File: config.mk
export PLATFORM = sky130hd
export DESIGN_NAME = shift_out_flat
export DESIGN_NICKNAME = d
export VERILOG_FILES = /design/src/rtl/shift_pkg.sv /design/src/rtl/shift_out_if.sv /design/src/rtl/shift_bit_counter.sv /design/src/rtl/shift_out.sv /design/src/flat_wrapper.sv
export SDC_FILE = /design/constraint.sdc
export NUM_CORES = 1
export LEC_CHECK = 0
export CORE_ASPECT_RATIO = 0.8
export CORE_MARGIN = 5
export CORE_UTILIZATION = 60
export DETAILED_ROUTE_END_ITERATION = 12
export DONT_BUFFER_PORTS = 1
export PLACE_DENSITY = 0.83
export SKIP_LAST_GASP = 1
export SLEW_MARGIN = 10
export SYNTH_ARGS = -nofsm -noshare
export SYNTH_HDL_FRONTEND = slang
export SYNTH_SLANG_ARGS = --single-unit
File: constraint.sdc
create_clock -name clk -period 4.7 [get_ports clk]
set_clock_uncertainty 0.2 [all_clocks]
set_input_delay 0.94 -clock clk [delete_from_list [all_inputs] [get_ports clk]]
set_output_delay 0.94 -clock clk [all_outputs]
set_load 0.005 [all_outputs]
File: src/rtl/shift_pkg.sv
// Shared types and constants for the 12-bit serial link.
// Used by both the transmit (shift_out) and receive ends.
package shift_pkg;

    localparam int unsigned SHIFT_DEFAULT_WIDTH = 12;

    typedef enum logic [1:0] {
        ST_IDLE  = 2'd0,
        ST_SHIFT = 2'd1,
        ST_DONE  = 2'd2
    } state_t;

    // Number of serial bits in one frame; the parity bit adds one.
    function automatic int unsigned shift_nbits(input int unsigned width, input bit parity_en);
        return parity_en ? width + 1 : width;
    endfunction

endpackage

File: src/rtl/shift_out_if.sv
// Parallel load/ready handshake plus the serial-side outputs of shift_out.
// master = word producer / line observer, slave = transmitter.
interface shift_out_if
    import shift_pkg::*;
#(
    parameter int unsigned WIDTH = SHIFT_DEFAULT_WIDTH
) ();

    logic             ena;
    logic             load;
    logic [WIDTH-1:0] data_in;
    logic             ready;
    logic             data_out;
    logic             frame;
    logic             done;

    modport master (output ena, load, data_in, input ready, data_out, frame, done);
    modport slave  (input ena, load, data_in, output ready, data_out, frame, done);

endinterface

File: src/rtl/shift_bit_counter.sv
// Enable-gated up-counter with synchronous clear and a terminal-count flag.
// Shared by the transmit and receive ends of the serial link.
module shift_bit_counter #(
    parameter int unsigned CW   = 4,
    parameter int unsigned LAST = 11
) (
    input  logic clk,
    input  logic rst,
    input  logic clr_i,
    input  logic en_i,
    output logic tc_o
);

    localparam logic [CW-1:0] LAST_C = CW'(LAST);

    logic [CW-1:0] cnt_q;
    logic [CW-1:0] cnt_d;

    always_comb begin
        cnt_d = cnt_q;
        if (clr_i) begin
            cnt_d = '0;
        end else if (en_i) begin
            cnt_d = cnt_q + 1'b1;
        end
    end

    always_ff @(posedge clk or negedge rst) begin
        if (!rst) begin
            cnt_q <= '0;
        end else begin
            cnt_q <= cnt_d;
        end
    end

    assign tc_o = (cnt_q == LAST_C);

endmodule

File: src/rtl/shift_out.sv
// Parallel-to-serial transmitter, MSB first, one bit per ena strobe.
// Define SHIFT_OUT_PARITY_EN to append an even-parity bit after the data bits.
module shift_out
    import shift_pkg::*;
#(
    parameter int unsigned WIDTH = SHIFT_DEFAULT_WIDTH
) (
    input  logic      clk,
    input  logic      rst,
    shift_out_if.slave bus
);

`ifdef SHIFT_OUT_PARITY_EN
    localparam bit PARITY_EN = 1'b1;
`else
    localparam bit PARITY_EN = 1'b0;
`endif

    localparam int unsigned NBITS = shift_nbits(WIDTH, PARITY_EN);
    localparam int unsigned CW    = $clog2(WIDTH + 2);

    state_t           state_q;
    state_t           state_d;
    logic [NBITS-1:0] sr_q;
    logic [NBITS-1:0] sr_d;
    logic [NBITS-1:0] load_word;
    logic             cnt_clr;
    logic             cnt_en;
    logic             last_bit;

    // Parity rides at the bottom of the shift register so it leaves last.
`ifdef SHIFT_OUT_PARITY_EN
    assign load_word = {bus.data_in, ^bus.data_in};
`else
    assign load_word = bus.data_in;
`endif

    always_comb begin
        state_d = state_q;
        sr_d    = sr_q;
        cnt_clr = 1'b0;
        cnt_en  = 1'b0;
        case (state_q)
            ST_IDLE: begin
                if (bus.load) begin
                    sr_d    = load_word;
                    cnt_clr = 1'b1;
                    state_d = ST_SHIFT;
                end
            end
            ST_SHIFT: begin
                if (bus.ena) begin
                    sr_d   = {sr_q[NBITS-2:0], 1'b0};
                    cnt_en = 1'b1;
                    if (last_bit) begin
                        state_d = ST_DONE;
                    end
                end
            end
            ST_DONE:  state_d = ST_IDLE;
            default:  state_d = ST_IDLE;
        endcase
    end

    always_ff @(posedge clk or negedge rst) begin
        if (!rst) begin
            state_q <= ST_IDLE;
            sr_q    <= '0;
        end else begin
            state_q <= state_d;
            sr_q    <= sr_d;
        end
    end

    shift_bit_counter #(
        .CW   (CW),
        .LAST (NBITS - 1)
    ) u_cnt (
        .clk   (clk),
        .rst   (rst),
        .clr_i (cnt_clr),
        .en_i  (cnt_en),
        .tc_o  (last_bit)
    );

    assign bus.ready    = (state_q == ST_IDLE);
    assign bus.frame    = (state_q == ST_SHIFT);
    assign bus.done     = (state_q == ST_DONE);
    assign bus.data_out = bus.frame & sr_q[NBITS-1];

endmodule

File: src/flat_wrapper.sv
// flat-port wrapper written by rule: the top's interface ports become plain ports
module shift_out_flat import shift_pkg::*;
#(
    parameter int unsigned WIDTH = SHIFT_DEFAULT_WIDTH
)
  (clk, rst, bus_ena, bus_load, bus_data_in, bus_ready, bus_data_out, bus_frame, bus_done);
  shift_out_if #(.WIDTH(WIDTH)) bus_i ();
  input  logic clk;
  input  logic rst;
  input wire logic [$bits(bus_i.ena)-1:0] bus_ena;
  input wire logic [$bits(bus_i.load)-1:0] bus_load;
  input wire logic [$bits(bus_i.data_in)-1:0] bus_data_in;
  output wire logic [$bits(bus_i.ready)-1:0] bus_ready;
  output wire logic [$bits(bus_i.data_out)-1:0] bus_data_out;
  output wire logic [$bits(bus_i.frame)-1:0] bus_frame;
  output wire logic [$bits(bus_i.done)-1:0] bus_done;
  assign bus_i.ena = bus_ena;
  assign bus_i.load = bus_load;
  assign bus_i.data_in = bus_data_in;
  assign bus_ready = bus_i.ready;
  assign bus_data_out = bus_i.data_out;
  assign bus_frame = bus_i.frame;
  assign bus_done = bus_i.done;
  shift_out #(.WIDTH(WIDTH)) u_core (.clk(clk), .rst(rst), .bus(bus_i));
endmodule
==> impl_results.md, run 1 <==
- Status: complete, no violations
- Final wirelength: 1538 microns
- CP Capture Type: primary output
- Synth Warn #: 0
- Clock H-tree levels: 1
- Main combinational cell family by area after synthesis: multiplexers
- Iter 0 DRT Violations: 9
- Clock-pin slew on the worst setup and hold paths: 0.10 ns
- Multiplexer area fraction after synthesis: 32.33%
- DRT Pass-1 Iters: 3
- First-pass GRT wire length: 2580 microns
- Largest net degree at the start of global routing: 19
- Xor and xnor area share after synthesis: 0%
- Worst-Skew Late Latency: 0.28 ns
- Vias in the first global route: roughly 600
- DR DRC count: 0
- Final setup fails: 0
- Die Height: approximately 46 microns
- Wirelength per Cell: 15.54 microns
- Synth Area in Simple Gates: 8.428%
- GPL Wtd Cong: 0.7565
- Hold/Removal Path Class: in2async
- Fin nets: 96
- Syn Inst Count: 78
- Die Wd: 55.52 microns
- Final count of hold timing violations: 0
- Total track usage: roughly 14%
- Post-DP Area: 987.2 sq um
- CTS Buf Count: 3
- Leak Pwr: 0.4898 nW
- Total of max-cap violations: 0
- Clk buf depth: 2
- Max-slew violation count: 0
- Core area: ~1600 sq um
- Via Count: around 560
- Root buf cell: clkbuf_4
- CTS hold repair buffers: 0
- EDFF count, synth: 0
- Most frequent cell after synthesis: dfrtp_1
- Dominant synthesized flop cell: dfrtp_1
- FILL cells: approximately 150
- IO Pins: 20
- Required time worst endpoint: 3.56 ns
- Worst vdd ir: 321.9 uV
- Top-area cell type share of the netlist area: 45.28%
- Port bufs: 0
- Worst-path fanout max: 14
- Post-synthesis sequential area ratio: 45.28%
- FMAX: 0.4108 GHz
- Kind of critical path: reg2out
- CP arrival: 1.29 ns
- Resized cells post-CTS: 0
- Layout cells sized above 1: roughly 32%
- Cell Pwr Density: 570.1 nW/um^2
- Syn avg cell area: 12.75 sq um
- Area Overhead vs Synth: 1.510%
- Type of origin of the critical path: flop
- Post-CTS Repair Setup Buffers: 0
- Mapped Area: 994.7 sq um
- Post-synth top cells: 18 x dfrtp_1, 12 x mux2_4, 9 x mux2_2
- Min cycle time layout: between 2 and 2.5 ns
- Slew @ Worst Pin: 1.089 ns
- Fin crit share: 51.79%
- Post-route cell area: around 1000 sq um
- Utilization after layout: between 60% and 70%
- Sink Count: 18
- Synth area leaders: dfrtp_1 45%, mux2_4 18%, mux2_2 10%, mux2i_1 4.0%, a22o_1 2.6%
- DR vias/cell: 5.697
- Initial Util: around 62%
- Ant diodes: 0
- Synth Area in Adders: 1.258%
- Syn Nets: 95
- Netlist cell types: 25
- Detail Route Antenna Nets: 0
- CTS tree: built
- Compound-cell area share of the yosys netlist: 7.296%
- Flops & latches, synth: 18
- Initial antenna violation count: 0
- Max-Slew Margin vs Limit: 27.13%
- Post-synth top area cell: dfrtp_1
- Reg area: 450.4 sq um
- Asr flop ratio synth: 100.0%
- Setup TNS: 0 ns
- Multi-input combinational cell area: between 400 and 500 sq um
- Rows: 13
- RSZ-0062 raised after global routing: no
- GRT overflow: 0
- Post-DP HPWL: about 1100 microns
- Full die area: 2577 sq um
## critical path, cell delays in order, from the launching register on
cell and delay [ns]:
dfrtp_1 0.60, nand2b_4 0.22, nor2_1 0.18
## cells in the final DEF, fill, tap and decap left out, types with 2 or more instances in the layout
cell,instances
nor2_1,4
o21ai_0,2
mux2_4,12
clkbuf_4,3
a22o_1,3
inv_1,5
mux2i_1,4
nor2b_1,2
mux2_2,9
dfrtp_1,18
nand2_1,3
## stage by stage
step	hold WS, ns	total power, W	setup WS (ns)	std cells
2_1_floorplan	0.2766	0.0004812	2.678	78
6_report	0.1345	0.0005757	2.266	99
3_5_place_dp	0.2944	0.0005084	2.100	96
5_1_grt	0.09640	0.0006202	2.165	99
4_1_cts	0.1234	0.0005832	2.258	99
3_3_place_gp	0.2880	0.0004964	2.130	96
## where the power goes
part / internal (W) / total (W) / switching (W)
Sequential: 0.000216 / 0.000265 / 0.0000486
Combinational: 0.000159 / 0.000238 / 0.0000788
Clock: 0.0000297 / 0.0000731 / 0.0000434
## worst paths after layout
kind / slack [ns] / endpoint / from / depth (start not counted)
min in group clk: 0.31 / u_core.sr_q[2]$_DFFE_PN0P_ / u_core.sr_q[2]$_DFFE_PN0P_ / 1
min: 0.13 / u_core.state_q[0]$_DFFE_PN0P_ / rst / 0
max: 2.27 / bus_data_out / u_core.state_q[0]$_DFFE_PN0P_ / 2
max in group asynchronous: 4.09 / u_core.sr_q[5]$_DFFE_PN0P_ / rst / 0
min reg2reg: 0.31 / u_core.sr_q[2]$_DFFE_PN0P_ / u_core.sr_q[2]$_DFFE_PN0P_ / 1
max reg2reg: 2.41 / u_core.sr_q[1]$_DFFE_PN0P_ / u_core.state_q[0]$_DFFE_PN0P_ / 3
## metal layers
layer  global-route usage, %  up-vias  routed length [microns]
met4                   2.913        0                       11
met5                       0        -                        0
met1                   15.26      276                      686
li1                        -      274                        -
met3                   8.123        2                      115
met2                   22.64       12                      724
## kinds of logic (layout without fill, tap and decap cells)
kind of cell / count (synthesis) / after routing
buffers and inverters: 9 / 8
muxes: 25 / 25
AOI/OAI and AO/OA: 10 / 10
and+or+nand+nor: 15 / 15
DFF: 18 / 18
adders and majority gates: 1 / 1
## area by class of cell
type | instances | area share (%)
clock buffers | 3 | 2.230
inverters | 5 | 1.859
multi-input cells | 51 | 48.57
flip-flops and latches | 18 | 44.61
well taps | 22 | 2.726
## sequential cells by signal (all words and copies together) (netlist names)
name and flops:
u_core.state_q 2, u_core.u_cnt.cnt_q 4, u_core.sr_q 12
No activity file was read; power rests on OpenSTA's default activity.
==> inputs of run 2 (changes only) <==
Settings changed: CORE_UTILIZATION 60 to 54, PLACE_DENSITY 0.83 to 0.79.
Clock period 4.7 ns to 2.12 ns, I/O delays scaled along.
==> run 2 against run 1 <==
Wire length up 11%. Design area grew 1.7%. Cell count rose by 2.0%. Via count is 4.1% higher. Critical path depth unchanged. Worst setup slack got worse by 2.1 ns. Critical endpoint unchanged.
==> impl_results.md, run 2 (synthesis results as in run 1) <==
- WHS Path Cells: 2
- Rows: 13
- Sink Count: 18
- Vias in the first global route: 624
- RSZ-0062 raised after global routing: no
- Largest net degree at the start of global routing: 19
- Top Family by Delay on Critical Path: flip-flops
- Die Wd: 57.99 microns
- Final setup fails: 0
- Total track usage: a little over an eighth
- Design Power: 0.001301 W
- Area Overhead vs Synth: 3.271%
- Crit path buf inv count: 0
- Total of max-cap violations: 0
- FMAX: 0.5136 GHz
- Worst-path fanout max: 14
- Clock H-tree levels: 1
- Cell Chain, Critical Path: nand2b_4 -> nor2_1
- Worst-Skew Late Latency: 0.29 ns
- Wirelength per Cell: 16.85 microns
- Slowest cell delay on critical path: 0.60 ns
- Fin nets: ~100
- GRT overflow: 0
- Hold endpoint: u_core.sr_q[11]$_DFFE_PN0P_
- CP arrival: 1.32 ns
- CTS tree: built
- Required time worst endpoint: 1.50 ns
- GPL Wtd Cong: 0.7607
- DR DRC count: 0
- CP max stage cell: dfrtp_1
- Hold/Removal Path Class: in2reg
- R2r worst-path depth: 4
- Kind of critical path: reg2out
- Resized cells post-CTS: 0
- Detail Route Antenna Nets: 0
- Most frequent cells in the layout: 18 x dfrtp_1, 12 x mux2_4, 9 x mux2_2
- Fin crit share: 91.84%
- Regs by FF count: u_core.sr_q (12), u_core.u_cnt.cnt_q (4), u_core.state_q (2)
- Layout cells sized above 1: 32.91%
- Number of flip-flops in the largest register: 12
- Cell Pwr Density: 1266 nW/um^2
- Root buf cell: clkbuf_4
- CP Capture Type: primary output
- Worst R2R Setup Slack: 0.36 ns
- Iter 0 DRT Violations: 7
- Initial antenna violation count: 0
- Largest Register: u_core.sr_q
- DRT Pass-1 Iters: 5
- Final wirelength: 1702 microns
- Status: complete, no violations
- CTS Buf Count: 3
- Setup TNS: 0 ns
- Max-Slew Margin vs Limit: 46.72%
- DR vias/cell: about 5.8
- Ant diodes: 0
- Port bufs: 0
- Critical R2R Launch: u_core.state_q[0]$_DFFE_PN0P_
- Die Height: 48.39 microns
- Final count of hold timing violations: 0
- Worst vdd ir: 612.4 uV
- Initial Util: 58.80%
- Clk buf depth: 2
- Min cycle time layout: 1.947 ns
- Core area: 1692 sq um
- Clock-pin slew on the worst setup and hold paths: approximately 0.09 ns
- Full die area: 2806 sq um
- Post-CTS Repair Setup Buffers: 0
- Commonest non-fill, non-tap cell in the layout: dfrtp_1
- Slew @ Worst Pin: about 0.8 ns
- Via Count: 587
- Type of origin of the critical path: flop
- Reg-to-Reg End: u_core.sr_q[3]$_DFFE_PN0P_
- Min Hold Slack: 0.1934 ns
- Leak Pwr: 0.4988 nW
- Max-slew violation count: 0
- IO Pins: 20
- First-pass GRT wire length: between 2000 and 3000 microns
- CTS hold repair buffers: 1
- Min-delay src: bus_data_in[11]
- Post-DP HPWL: 1284 microns
[run 2: cell count changes in the layout (fill, tap and decap cells not counted)]
cell           change
buf_4              +1
dlygate4sd3_1      +1
[run 2: how the worst max path moves through the flow]
| stage | from | endpoint | cells past startpoint |
|---|---|---|---|
| floorplan | u_core.state_q[1]$_DFFE_PN0P_ | u_core.sr_q[10]$_DFFE_PN0P_ | 5 |
| global placement | u_core.state_q[0]$_DFFE_PN0P_ | u_core.sr_q[2]$_DFFE_PN0P_ | 3 |
| detailed placement | u_core.state_q[0]$_DFFE_PN0P_ | u_core.sr_q[4]$_DFFE_PN0P_ | 4 |
| CTS | u_core.state_q[0]$_DFFE_PN0P_ | bus_data_out | 2 |
| global route | u_core.state_q[0]$_DFFE_PN0P_ | bus_data_out | 2 |
| finish | u_core.state_q[0]$_DFFE_PN0P_ | bus_data_out | 2 |
[run 2: worst register-to-register path, cell delays in order (launching register included)]
cell and delay [ns]:
dfrtp_1 0.60, mux2i_1 0.14, nor2_1 0.13, buf_4 0.23
mux2_2 0.35
[run 2: final cells by class]
cell class                      instances  area (sq um)
Multi-Input combinational cell         51         490.5
Clock buffer                            3         22.52
Sequential cell                        18         450.4
Inverter                                5         18.77
Timing Repair Buffer                    2         17.52
Fill cell                             143         664.4
Tap cell                               22         27.53
[run 2: metal layers]
metal | wire, microns | vias up | GRT usage (%)
li1 | - | 278 | -
met1 | 793 | 283 | 16.78
met2 | 788 | 24 | 21.80
met3 | 116 | 2 | 6.349
met4 | 4 | 0 | 2.317
met5 | 0 | - | 0
[run 2: power breakdown]
part	leakage [nW]	internal, W	switching (W)
Combinational	0.254	0.000356	0.000191
Sequential	0.231	0.000479	0.000113
Clock	0.0138	0.0000661	0.0000957
Total	0.499	0.000902	0.000399
[run 2: per-stage QoR]
stage | instance area [sq um] | instances | utilization (%) | setup WS [ns]
after floorplan | 994.7 | 78 | - | 0.4886
after global placement | 994.7 | 97 | 58.80 | 0.4364
after detailed placement | 994.7 | 97 | 58.80 | 0.3764
after CTS | 1027 | 101 | 60.72 | 0.1674
after global routing | 1027 | 101 | 60.72 | 0.07113
final | 1027 | 101 | 60.72 | 0.1730
==> inputs of run 3 (changes only) <==
Settings changed: CAP_MARGIN set to 20, CORE_MARGIN 5 to 2.
==> run 3 against run 2 <==
Global-route usage is 4.5 points higher. Sequential power is essentially flat. Clock power up 29%. Critical path type unchanged. Critical endpoint unchanged. Largest power group unchanged. Highest routed layer unchanged.
==> impl_results.md, run 3 (synthesis results as in run 1) <==
- Worst vdd ir: 730.8 uV
- Slowest cell delay on critical path: 0.62 ns
- Gate power share: a little over 40%
- FMAX: 0.5143 GHz
- Sw Pwr: around 0.00040 W
- Largest Register: u_core.sr_q
- Clock-pin slew on the worst setup and hold paths: 0.10 ns
- Core area: roughly 1700 sq um
- Resized cells post-CTS: 0
- Max-Slew Margin vs Limit: 47.38%
- Regs by FF count: u_core.sr_q (12), u_core.u_cnt.cnt_q (4), u_core.state_q (2)
- Fin crit share: 91.72%
- Kind of critical path: reg2out
- CTS Buf Count: 3
- Place WS: 0.3790 ns
- IO Pins: 20
- Final wirelength: 1622 microns
- CTS hold repair buffers: 1
- Clk network pwr share: 15.6%
- Number of flip-flops in the largest register: 12
- Commonest non-fill, non-tap cell in the layout: dfrtp_1
- Root buf cell: clkbuf_4
- Setup TNS: 0 ns
- Die Height: 42.39 microns
- Hold/Removal Path Class: in2reg
- First-pass GRT wire length: 2904 microns
- Largest net degree at the start of global routing: 19
- RSZ-0062 raised after global routing: no
- Fin nets: between 90 and 100
- CP max stage cell: dfrtp_1
- Initial antenna violation count: 0
- Slew @ Worst Pin: 0.7867 ns
- Status: complete, no violations
- Most frequent cells in the layout: 18 x dfrtp_1, 12 x mux2_4, 9 x mux2_2
- Clk buf depth: 2
- WHS Path Cells: 2
- Clock H-tree levels: 1
- Layout cells sized above 1: 33.75%
- Reg-to-Reg End: u_core.sr_q[2]$_DFFE_PN0P_
- Post-CTS Repair Setup Buffers: 0
- Vias in the first global route: 659
- Final count of hold timing violations: 0
- Area Overhead vs Synth: 4.654%
- Worst-path fanout max: 14
- Full die area: ~2200 sq um
- Min cycle time layout: 1.945 ns
- Total track usage: between 15 and 20%
- Hold endpoint: u_core.sr_q[11]$_DFFE_PN0P_
- Post-DP Area: 994.7 sq um
- Min-delay src: bus_data_in[11]
- GPL Wtd Cong: roughly 0.74
- Wirelength per Cell: 15.90 microns
- Type of origin of the critical path: flop
- Leak Pwr: 0.5060 nW
- Fin worst setup slack: 0.1755 ns
- Cell Pwr Density: 1286 nW/um^2
- Post-DP HPWL: 1171 microns
- Design Power: 0.001339 W
- Initial Util: 59.37%
- CP arrival: between 1 and 1.5 ns
- Sink Count: 18
- Die Wd: 51.99 microns
- Rows: 13
- Flop pwr share: 44.0%
- DRT Pass-1 Iters: 4
- Cell Chain, Critical Path: nand2b_4 -> nor2_1
- R2r worst-path depth: 4
- Critical Path Source: u_core.state_q[0]$_DFFE_PN0P_
- Detail Route Antenna Nets: 0
- Iter 0 DRT Violations: 10
- Critical R2R Launch: u_core.state_q[0]$_DFFE_PN0P_
- Required time worst endpoint: around 1.5 ns
- DR vias/cell: 5.814
- Final setup fails: 0
- Net Sw Frac: 29.74%
- Worst R2R Setup Slack: 0.36 ns
- CTS tree: built
- Total of max-cap violations: 0
- Max-slew violation count: 0
- Port bufs: 0
- CP Capture Type: primary output
- Ant diodes: 0
- GRT overflow: 0
- Worst-Skew Late Latency: 0.30 ns
- Int Pwr: 0.0009406 W
- DR DRC count: 0
- Via Count: 593
- Post-route cell area: 1041 sq um
[run 3: worst max path at each step]
| stage | cells after the start | endpoint |
|---|---|---|
| after floorplan | 5 | u_core.sr_q[10]$_DFFE_PN0P_ |
| after global placement | 3 | u_core.sr_q[2]$_DFFE_PN0P_ |
| after detailed placement | 3 | u_core.sr_q[2]$_DFFE_PN0P_ |
| after CTS | 2 | bus_data_out |
| after global routing | 2 | bus_data_out |
| final | 2 | bus_data_out |
[run 3: metal layers]
| metal | track usage (%) | share of wire [%] | vias up |
|---|---|---|---|
| li1 | - | - | 281 |
| met1 | 23.08 | 44 | 293 |
| met2 | 28.35 | 48 | 14 |
| met3 | 7.500 | 6.9 | 5 |
| met4 | 4.737 | 1.2 | 0 |
| met5 | 0 | 0 | - |
[run 3: stage by stage]
stage	std cells	hold WS, ns	util (%)
floorplan	78	-0.07159	-
global placement	97	-0.07113	59.37
detailed placement	97	-0.07111	59.37
CTS	102	0.1488	62.14
global route	102	0.1436	62.14
finish	102	0.1420	62.14
[run 3: power groups by stage]
| stage | sequential, W | combinational (W) | clock, W |
|---|---|---|---|
| floorplan | 0.000555 | 0.000512 | 0 |
| global placement | 0.000588 | 0.000518 | 0 |
| detailed placement | 0.000595 | 0.000541 | 0 |
| CTS | 0.000589 | 0.000551 | 0.000217 |
| global route | 0.000610 | 0.000596 | 0.000240 |
| finish | 0.000589 | 0.000540 | 0.000209 |
[run 3: layout make-up]
cell class              count  area [sq um]
well taps                  22         27.53
inverters                   5         18.77
repair buffers              2         17.52
flip-flops and latches     18         450.4
clock buffers               4         36.28
fillers                   137         634.4
multi-input cells          51         490.5
[run 3: critical path: cells and delay by family (launching register included)]
family,cells,cell delay (ns)
AND/OR/NAND/NOR,2,0.39
flip-flops,1,0.62
